<file path="src/rtl/branch_predict_resolve_unit.sv">
// Branch predictor and resolver: a direct-mapped BTB with saturating direction counters is
// looked up from IF, control flow is resolved in EX, and a registered one-cycle redirect is issued.
module branch_predict_resolve_unit #(
  parameter int PC_W    = 9,
  parameter int ENTRIES = 16,
  parameter int CNT_W   = 2,
  parameter int STAT_W  = 16
) (
  input  logic              clk,
  input  logic              reset,
  input  logic [PC_W-1:0]   IfPC,
  output logic              PredTaken,
  output logic [31:0]       PredTarget,
  input  logic              ExValid,
  input  logic [PC_W-1:0]   ExPC,
  input  logic              ExBranch,
  input  logic              ExJump,
  input  logic [1:0]        ExJumpType,
  input  logic [31:0]       ExImm,
  input  logic [31:0]       ExRegBase,
  input  logic [31:0]       ExALUFlag,
  input  logic              ExPredTaken,
  input  logic [31:0]       ExPredTarget,
  output logic [31:0]       ExPCPlus4,
  output logic              Redirect,
  output logic [31:0]       RedirectPC,
  output logic [STAT_W-1:0] BranchCount,
  output logic [STAT_W-1:0] MispredCount
);

  localparam int IDX_W = $clog2(ENTRIES);
  localparam int TAG_W = PC_W - IDX_W - 2;
  localparam logic [CNT_W-1:0] CNT_MAX  = '1;
  localparam logic [CNT_W-1:0] CNT_WEAK = {1'b1, {(CNT_W-1){1'b0}}};

  logic             btb_valid   [ENTRIES];
  logic [TAG_W-1:0] btb_tag     [ENTRIES];
  logic [PC_W-1:0]  btb_target  [ENTRIES];
  logic [CNT_W-1:0] btb_cnt     [ENTRIES];
  logic             btb_is_jump [ENTRIES];

  logic [IDX_W-1:0] if_idx;
  logic [TAG_W-1:0] if_tag;
  logic             if_hit;

  logic [IDX_W-1:0] ex_idx;
  logic [TAG_W-1:0] ex_tag;
  logic             ex_hit;
  logic [31:0]      ex_pc_ext;
  logic             is_jal;
  logic             is_jalr;
  logic             act_taken;
  logic [31:0]      act_target;
  logic             ctrl_valid;
  logic             ctrl_mispredict;
  logic             alias_mispredict;
  logic             mispredict;
  logic [31:0]      redirect_target;
  logic             unused_flag_bits;

  assign unused_flag_bits = ^ExALUFlag[31:1];

  // Fetch-side lookup sees only pre-edge BTB contents.
  always_comb begin
    if_idx     = IfPC[IDX_W+1:2];
    if_tag     = IfPC[PC_W-1:IDX_W+2];
    if_hit     = btb_valid[if_idx] && (btb_tag[if_idx] == if_tag);
    PredTaken  = if_hit && (btb_is_jump[if_idx] || btb_cnt[if_idx][CNT_W-1]);
    PredTarget = PredTaken ? 32'(btb_target[if_idx]) : 32'(IfPC) + 32'd4;
  end

  always_comb begin
    ex_idx    = ExPC[IDX_W+1:2];
    ex_tag    = ExPC[PC_W-1:IDX_W+2];
    ex_hit    = btb_valid[ex_idx] && (btb_tag[ex_idx] == ex_tag);
    ex_pc_ext = 32'(ExPC);
    ExPCPlus4 = ex_pc_ext + 32'd4;
    is_jal    = (ExJumpType == 2'b01);
    is_jalr   = (ExJumpType == 2'b10);
    act_taken = is_jal || is_jalr || (ExBranch && ExALUFlag[0]);

    if (is_jal)
      act_target = ex_pc_ext + ExImm;
    else if (is_jalr)
      act_target = (ExRegBase + ExImm) & 32'hFFFF_FFFE;
    else if (ExBranch && ExALUFlag[0])
      act_target = ex_pc_ext + ExImm;
    else
      act_target = ExPCPlus4;

    ctrl_valid      = ExValid && (ExBranch || ExJump);
    ctrl_mispredict = ctrl_valid && ((act_taken != ExPredTaken) ||
                                     (act_taken && (act_target != ExPredTarget)));
    // A taken prediction on a non-control instruction came from an aliased stale entry.
    alias_mispredict = ExValid && !ExBranch && !ExJump && ExPredTaken;
    mispredict       = ctrl_mispredict || alias_mispredict;
    redirect_target  = alias_mispredict ? ExPCPlus4 : act_target;
  end

  always_ff @(posedge clk) begin
    if (reset) begin
      Redirect     <= 1'b0;
      RedirectPC   <= 32'd0;
      BranchCount  <= '0;
      MispredCount <= '0;
    end else begin
      Redirect <= mispredict;
      if (mispredict)
        RedirectPC <= redirect_target;
      if (ctrl_valid && (BranchCount != '1))
        BranchCount <= BranchCount + STAT_W'(1);
      if (mispredict && (MispredCount != '1))
        MispredCount <= MispredCount + STAT_W'(1);
    end
  end

  always_ff @(posedge clk) begin
    if (reset) begin
      for (int i = 0; i < ENTRIES; i++) begin
        btb_valid[i]   <= 1'b0;
        btb_tag[i]     <= '0;
        btb_target[i]  <= '0;
        btb_cnt[i]     <= '0;
        btb_is_jump[i] <= 1'b0;
      end
    end else if (ctrl_valid) begin
      if (ex_hit) begin
        if (ExJump) begin
          btb_target[ex_idx]  <= act_target[PC_W-1:0];
          btb_is_jump[ex_idx] <= 1'b1;
        end else begin
          if (act_taken) begin
            btb_target[ex_idx] <= act_target[PC_W-1:0];
            if (btb_cnt[ex_idx] != CNT_MAX)
              btb_cnt[ex_idx] <= btb_cnt[ex_idx] + CNT_W'(1);
          end else if (btb_cnt[ex_idx] != '0) begin
            btb_cnt[ex_idx] <= btb_cnt[ex_idx] - CNT_W'(1);
          end
        end
      end else if (act_taken) begin
        btb_valid[ex_idx]   <= 1'b1;
        btb_tag[ex_idx]     <= ex_tag;
        btb_target[ex_idx]  <= act_target[PC_W-1:0];
        btb_cnt[ex_idx]     <= CNT_WEAK;
        btb_is_jump[ex_idx] <= ExJump;
      end
    end else if (alias_mispredict && ex_hit) begin
      btb_valid[ex_idx] <= 1'b0;
    end
  end

endmodule

</file>
<file path="config.mk">
export PLATFORM = sky130hd
export DESIGN_NAME = branch_predict_resolve_unit
export DESIGN_NICKNAME = d
export VERILOG_FILES = /design/src/rtl/branch_predict_resolve_unit.sv
export SDC_FILE = /design/constraint.sdc
export NUM_CORES = 1
export LEC_CHECK = 0
export ABC_CLOCK_PERIOD_IN_PS = 4400
export BUFFER_PORTS_ARGS = -buffer_cell sky130_fd_sc_hd__clkbuf_2
export CAP_MARGIN = 20
export CORE_MARGIN = 2
export CORE_UTILIZATION = 59
export CTS_CLUSTER_DIAMETER = 150
export DETAILED_ROUTE_END_ITERATION = 8
export GPL_TIMING_DRIVEN = 0
export PLACE_DENSITY = 0.86
export SLEW_MARGIN = 20
export SYNTH_ARGS = -nofsm -noshare
export SYNTH_HDL_FRONTEND = slang
export SYNTH_SLANG_ARGS = --single-unit
</file>
<file path="constraint.sdc">
create_clock -name clk -period 4.4 [get_ports clk]
set_input_delay 0.44 -clock clk [delete_from_list [all_inputs] [get_ports clk]]
set_output_delay 0.44 -clock clk [all_outputs]
set_load 0.02 [all_outputs]
</file>
==> results of run 1 <==
-- report_power, final --
| group | internal, mW | switching [mW] |
|---|---|---|
| sequential | 3.39 | 0.0603 |
| combinational | 0.585 | 1.04 |
| clock | 1.70 | 1.23 |
-- path summary, 6_finish.rpt --
| check | slack [ns] | cells past startpoint | endpoint |
|---|---|---|---|
| worst min register to register | 0.47 | 1 | RedirectPC[1] |
| worst min-delay path | 0.36 | 3 | RedirectPC[0] |
| worst max register to register | 0.27 | 12 | btb_target[2][5] |
| worst max-delay path | 0.11 | 9 | PredTarget[6] |
-- state kept, by name, summed over array words and instances, names as in the netlist --
signal and cells:
btb_is_jump 16, Redirect 1, btb_cnt 32, btb_target 144, BranchCount 16, btb_valid 16
MispredCount 16, RedirectPC 32, btb_tag 48
-- tightest hold or removal path, cell delays in order --
cell       delay (ns)
clkbuf_4         0.18
nor2_1           0.12
a2111oi_0        0.07
-- kinds of logic after synthesis --
| group | count (synthesis) |
|---|---|
| AND/OR/NAND/NOR | 700 |
| AO/OA/AOI/OAI | 344 |
| flip-flops | 321 |
| buffers and inverters | 215 |
| multiplexers | 130 |
| XOR/XNOR | 92 |
| adder cells (fa/ha/maj) | 50 |
| other | 1 |
-- stage by stage --
stage	TNS (ns)	util (%)	setup slack, ns	instance area (sq um)
CTS	0	69.4	0.00995	22700
finish	0	69.9	0.115	22800
detailed placement	-420.10	65.6	-1.60	21500
global route	-0.0252	69.9	-0.0130	22800
floorplan	0	-	0.0974	19900
global placement	-388.79	65.6	-1.57	21400
-- placed cells by master, fill, tap and decap left out, types with 11 or more instances in the layout --
cell type | netlist | final
nor2_1 | 327 | 326
edfxtp_1 | 256 | 256
clkbuf_2 | 0 | 208
nand2_1 | 97 | 97
mux4_2 | 95 | 95
clkbuf_1 | 107 | 94
dfxtp_1 | 65 | 65
o21ai_0 | 56 | 55
and2_1 | 55 | 55
buf_4 | 49 | 54
a21oi_1 | 58 | 54
xnor2_1 | 49 | 49
ha_1 | 48 | 46
nand3_1 | 44 | 44
conb_1 | 1 | 44
xor2_1 | 43 | 40
inv_1 | 37 | 37
clkbuf_16 | 0 | 36
or2_2 | 35 | 35
nand4_1 | 27 | 27
a31o_2 | 24 | 24
mux2i_1 | 23 | 23
o21bai_1 | 18 | 18
nor4_1 | 21 | 18
and3_1 | 15 | 15
nor3_1 | 16 | 15
a21o_1 | 15 | 15
o21a_1 | 14 | 14
nand2b_1 | 24 | 13
nor2b_1 | 12 | 11
a31oi_1 | 12 | 11
-- repair_timing --
action | 4_1_cts | 5_1_grt
resized for setup | 42 | 36
setup buffers | 1 | 2
setup endpoints to repair | 361 | 154
gates cloned | 0 | 0
pin swaps | 1 | 5
-- routing by layer --
metal	vias to the layer above	GRT usage, %
met5	-	0
met4	0	15.4
met3	213	5.89
met2	1211	60.5
met1	8151	45.7
li1	7332	-
-- layout make-up --
| class | count | share of cell area, % |
|---|---|---|
| sequential | 321 | 39.3 |
| buffer | 164 | 3.78 |
| clock inverter | 20 | 0.838 |
| multi-input combinational | 1360 | 44.3 |
| clock buffer | 42 | 4.09 |
| inverter | 37 | 0.608 |
| timing repair buffer | 209 | 4.65 |
| tap | 442 | 2.42 |
==> reports/metrics.cfg, run 1 <==
[sta]
fmax_mhz = 233
post-route-period-util_pct = 97.4
clock_skew_ns = 0.0254
slew_headroom_pct = 33.4
worst_pin_slew_ns = 0.999
hold_violations = 0
whs_ns = 0.355
setup_violations = 0
post-route-min-period_ns = 4.29
drv_slew = 0

[synth]
synth_compound_area_share_pct = 12.5
syn-instance-count = 1853
synth.area.mux_share_pct = 12.7
ys_ff_latch = 321
yosysTopAreaCell = edfxtp_1
ys_warn_count = 0
yosys-top-cells-count = nor2_1 (327), edfxtp_1 (256), clkbuf_1 (107), nand2_1 (97), mux4_2 (95)
syn_area_sq_mm = 0.0197
netlist_top_cells_area = edfxtp_1 (39%), mux4_2 (11%), dfxtp_1 (6.6%)
synth_xor_area_share_pct = 4.09
ys_async_sr_fraction_pct = 0
yosys.area_share.simple_pct = 16.6
yosysTopAreaCellShare_pct = 39.0
yosysMostFrequentCell = nor2_1
synth_ff_type = edfxtp_1
ys_seq_area_share_pct = 45.6
synth.avg_cell_area_sq_um = 10.6
synth_fa_ha_area_share_pct = 3.25
synth_edf_count = 256
synth_top_family_by_area = simple AND/OR/NAND/NOR gates
ys_types = 81

[setup_path]
crit_fanout = 10
cp_cell_sequence = clkbuf_2 -> clkbuf_1 -> clkbuf_1 -> clkbuf_1 -> mux4_2 -> mux4_2 -> nand2_1 -> o21ai_0 -> clkbuf_2
cp_top_family = buffers and inverters
critPathSlowestCell = clkbuf_1
worstSetupStartpoint = IfPC[3]
arrival_ns = 3.85
r2r-start = btb_tag[6][2]
critPathRequiredTime_ns = 3.96
endpoint_kind = primary output
start_kind = primary input
critPathBufInv = 5
slowest_delay_ns = 0.64
crit_path_frequent_cell = clkbuf_1
path_class = primary input to primary output

[place]
dp_cells = 2544
gp_congestion = 1.01
dp_hpwl_mm = 48.5
port_buffers = 205

[finish]
nNetsFinal = 2332
instances_no_fill = 2595
diodes = 0
seq_area_sq_mm = 0.00899
drive_above_1_share_pct = 25.5
fill_cells = 2457
syn2layout_area_growth_pct = 16.0
multi_input_area_sq_mm = 0.0101

[drt]
routed.top_layer = met4
viasPerCell = 6.52
wl_met2_mm = 30.7
vias = 16907
wl_mm = 63.7
drt_iter0_markers = 1925
routedLengthMet1_mm = 23.2
met3_length_mm = 6.85
dr.pass1.iters = 6
drtAntennaViolNets = 0
drc = 0
routedWlPerCell_um = 24.6

[grt]
overflow = 0
grt_use_total_pct = 35.8
antenna_found_initial = 0
grt_pass1_vias = 16600
grt_pass1_wl_mm = 95.6
grt_start_max_net_pins = 15

[clock_tree]
holdBufCountCts = 0
clkTransAtPathRegs_ns = 0.06
clk_latency_ns = 0.53
cts.sinks = 321
cts_buffer_depth = 3
tritoncts = done
htreeDepth = 2
clockRootBuffer = clkbuf_16
cts_buffers = 35

[power]
ir_worst_vdd_uv = 280
power_mw = 8.01
p_leak_nw = 8.88
p_per_area_mw_per_mm2 = 350

[hold_path]
hold_path_class = primary input to flip-flop
worstHoldStart = ExPC[0]

[floorplan]
core_area_sq_mm = 0.0327
io_pins = 284
initial_core_util_pct = 60.2
fp.dieW_um = 187
die_h_um = 187
dieArea_sq_mm = 0.0349
rows = 66

[job]
cap_violations = 0

[run_status]
outcome = finished, final reports clean

No activity file was read; power rests on OpenSTA's default activity.
==> run 2: changes to the inputs <==
Settings changed: ABC_CLOCK_PERIOD_IN_PS 4400 to 5300, BUFFER_PORTS_ARGS -buffer_cell sky130_fd_sc_hd__clkbuf_2 to -buffer_cell sky130_fd_sc_hd__buf_2, CORE_UTILIZATION 59 to 63, PLACE_DENSITY 0.86 to 0.91.
Clock period 4.4 ns to 5.3 ns, I/O delays scaled along.
==> run 2 against run 1 <==
Highest routed layer unchanged; worst setup slack gained 0.067 ns; clock skew shrank 0.0038 ns; critical path depth grew 4; register-to-register slack gained 0.11 ns; die area shrank 6.2%; clock power shrank 19%.
==> reports/metrics.cfg, run 2 (synthesis results as in run 1) <==
[run_status]
outcome = finished, final reports clean

[finish]
drive_above_1_share_pct = 22.7  ; -2.8 points
reg_top3 = btb_target x144, btb_tag x48
nNetsFinal = 2339  ; +0.30%
layout_common_cells = nor2_1 (327), edfxtp_1 (256), buf_2 (213)
instances_no_fill = 2558  ; -1.4%
largest-register = btb_target
fill_cells = 2138  ; -13%
largest_reg_flops = 144  ; unchanged
syn2layout_area_growth_pct = 14.2
fin_area_sq_mm = 0.0225  ; -1.6%
final_common_cell = nor2_1

[drt]
viasPerCell = 6.69  ; +2.7%
routedLengthMet1_mm = 22.0  ; -5.3%
vias = 17120  ; +1.3%
drtAntennaViolNets = 0  ; unchanged
met3_length_mm = 7.96  ; +16%
wl_met2_mm = 30.4  ; -0.77%
wl_mm = 64.0  ; +0.40%
routed.top_layer = met4
drc = 0  ; unchanged
drt_iter0_markers = 2396  ; +24%
routedWlPerCell_um = 25.0  ; +1.8%
dr.pass1.iters = 6  ; unchanged

[clock_tree]
htreeDepth = 2  ; unchanged
cts_buffer_depth = 3  ; unchanged
holdBufCountCts = 0  ; unchanged
cts_buffers = 34  ; -2.9%
clockRootBuffer = clkbuf_16
clk_latency_ns = 0.53  ; about the same
tritoncts = done
cts.sinks = 321  ; unchanged
clkTransAtPathRegs_ns = 0.06  ; about the same

[setup_path]
critPathRequiredTime_ns = 5.44  ; +1.48 ns
arrival_ns = 5.26  ; +1.41 ns
start_kind = primary input
crit_fanout = 10  ; unchanged
endpoint_kind = flip-flop
path_class = primary input to flip-flop

[floorplan]
core_area_sq_mm = 0.0307  ; -6.2%
io_pins = 284  ; unchanged
die_h_um = 181  ; -3.2%
rows = 64  ; -3.0%
fp.dieW_um = 181  ; -3.2%
initial_core_util_pct = 64.2  ; +4.0 points
dieArea_sq_mm = 0.0327  ; -6.2%

[power]
p_leak_nw = 8.81  ; -0.75%
ir_worst_vdd_uv = 239  ; -15%
power_mw = 6.54  ; -18%
p_per_area_mw_per_mm2 = 291  ; -17%

[grt]
overflow = 0  ; unchanged
antenna_found_initial = 1  ; +1
grt_pass1_vias = 16548  ; -0.31%
grt_use_total_pct = 38.5  ; +2.7 points
grt_start_max_net_pins = 19  ; +4
grt_pass1_wl_mm = 96.6  ; +1.0%

[hold_path]
hold_path_class = primary input to flip-flop

[sta]
drv_slew = 0  ; unchanged
worst_pin_slew_ns = 0.961  ; -0.0386 ns
rsz0062_at_grt = no
fmax_mhz = 195
slew_headroom_pct = 35.5  ; +2.1 points
hold_violations = 0  ; unchanged
post-route-min-period_ns = 5.12
clock_skew_ns = 0.0216  ; -0.00378 ns
setup_violations = 0  ; unchanged
post-route-period-util_pct = 96.6
finalSetupTns_ns = 0  ; unchanged

[place]
gp_congestion = 1.03  ; +2.2%
dp_cells = 2497  ; -1.8%
dp_hpwl_mm = 48.3  ; -0.38%
placed_area_sq_mm = 0.0214  ; -0.32%
port_buffers = 205  ; unchanged

[job]
cap_violations = 0  ; unchanged

-- run 2: path summary, 6_finish.rpt --
check	to	depth (start not counted)	from	slack, ns
setup / recovery	btb_target[10][0]	13	ExPC[2]	0.18
hold / removal	RedirectPC[0]	3	ExPC[0]	0.41
setup reg to reg	btb_target[10][0]	11	btb_tag[14][1]	0.38
hold reg to reg	RedirectPC[1]	1	RedirectPC[1]	0.47
-- run 2: worst max-delay path, cell delays in order --
cell      delay [ns]
buf_2           0.19
buf_2           0.37
mux4_2          0.56
mux4_2          0.50
xnor2_1         0.22
nand4_1         0.41
nand2_1         0.26
o21ai_1         0.30
nor2_1          0.44
clkbuf_1        0.32
or2_2           0.20
clkbuf_1        0.46
nand2b_1        0.47
-- run 2: cell type report --
| type | count | area (sq um) | share of cell area (%) |
|---|---|---|---|
| multi-input cells | 1360 | 9870 | 43.9 |
| flip-flops and latches | 321 | 8990 | 40.0 |
| repair buffers | 205 | 1030 | 4.56 |
| clock buffers | 44 | 931 | 4.14 |
| plain buffers | 176 | 878 | 3.91 |
| well taps | 396 | 495 | 2.20 |
| clock inverters | 18 | 161 | 0.718 |
| inverters | 37 | 139 | 0.618 |
| diodes | 1 | 2.50 | 0.0111 |
-- run 2: routing by layer --
layer	vias up	track usage (%)
met4	0	18.1
met1	8138	48.0
met2	1387	64.4
met3	254	8.18
met5	-	0
li1	7341	-
-- run 2: metrics by stage --
step | hold WS [ns] | utilization [%] | worst slack, ns
floorplan | 0.518 | - | 0.596
global placement | 0.448 | 69.7 | -0.548
detailed placement | 0.453 | 69.7 | -0.568
CTS | 0.388 | 73.3 | 0.184
global route | 0.415 | 73.3 | 0.0472
finish | 0.409 | 73.3 | 0.182
-- run 2: repair_timing --
item                                    4_1_cts  5_1_grt
endpoints found under the setup margin       22       49
resized for setup                             3        2
setup buffers                                 0        0
-- run 2: power breakdown --
part / switching, mW / internal (mW) / total, mW
clock: 1.01 / 1.35 / 2.36
sequential: 0.0553 / 2.82 / 2.87
combinational: 0.845 / 0.466 / 1.31
total: 1.91 / 4.63 / 6.54
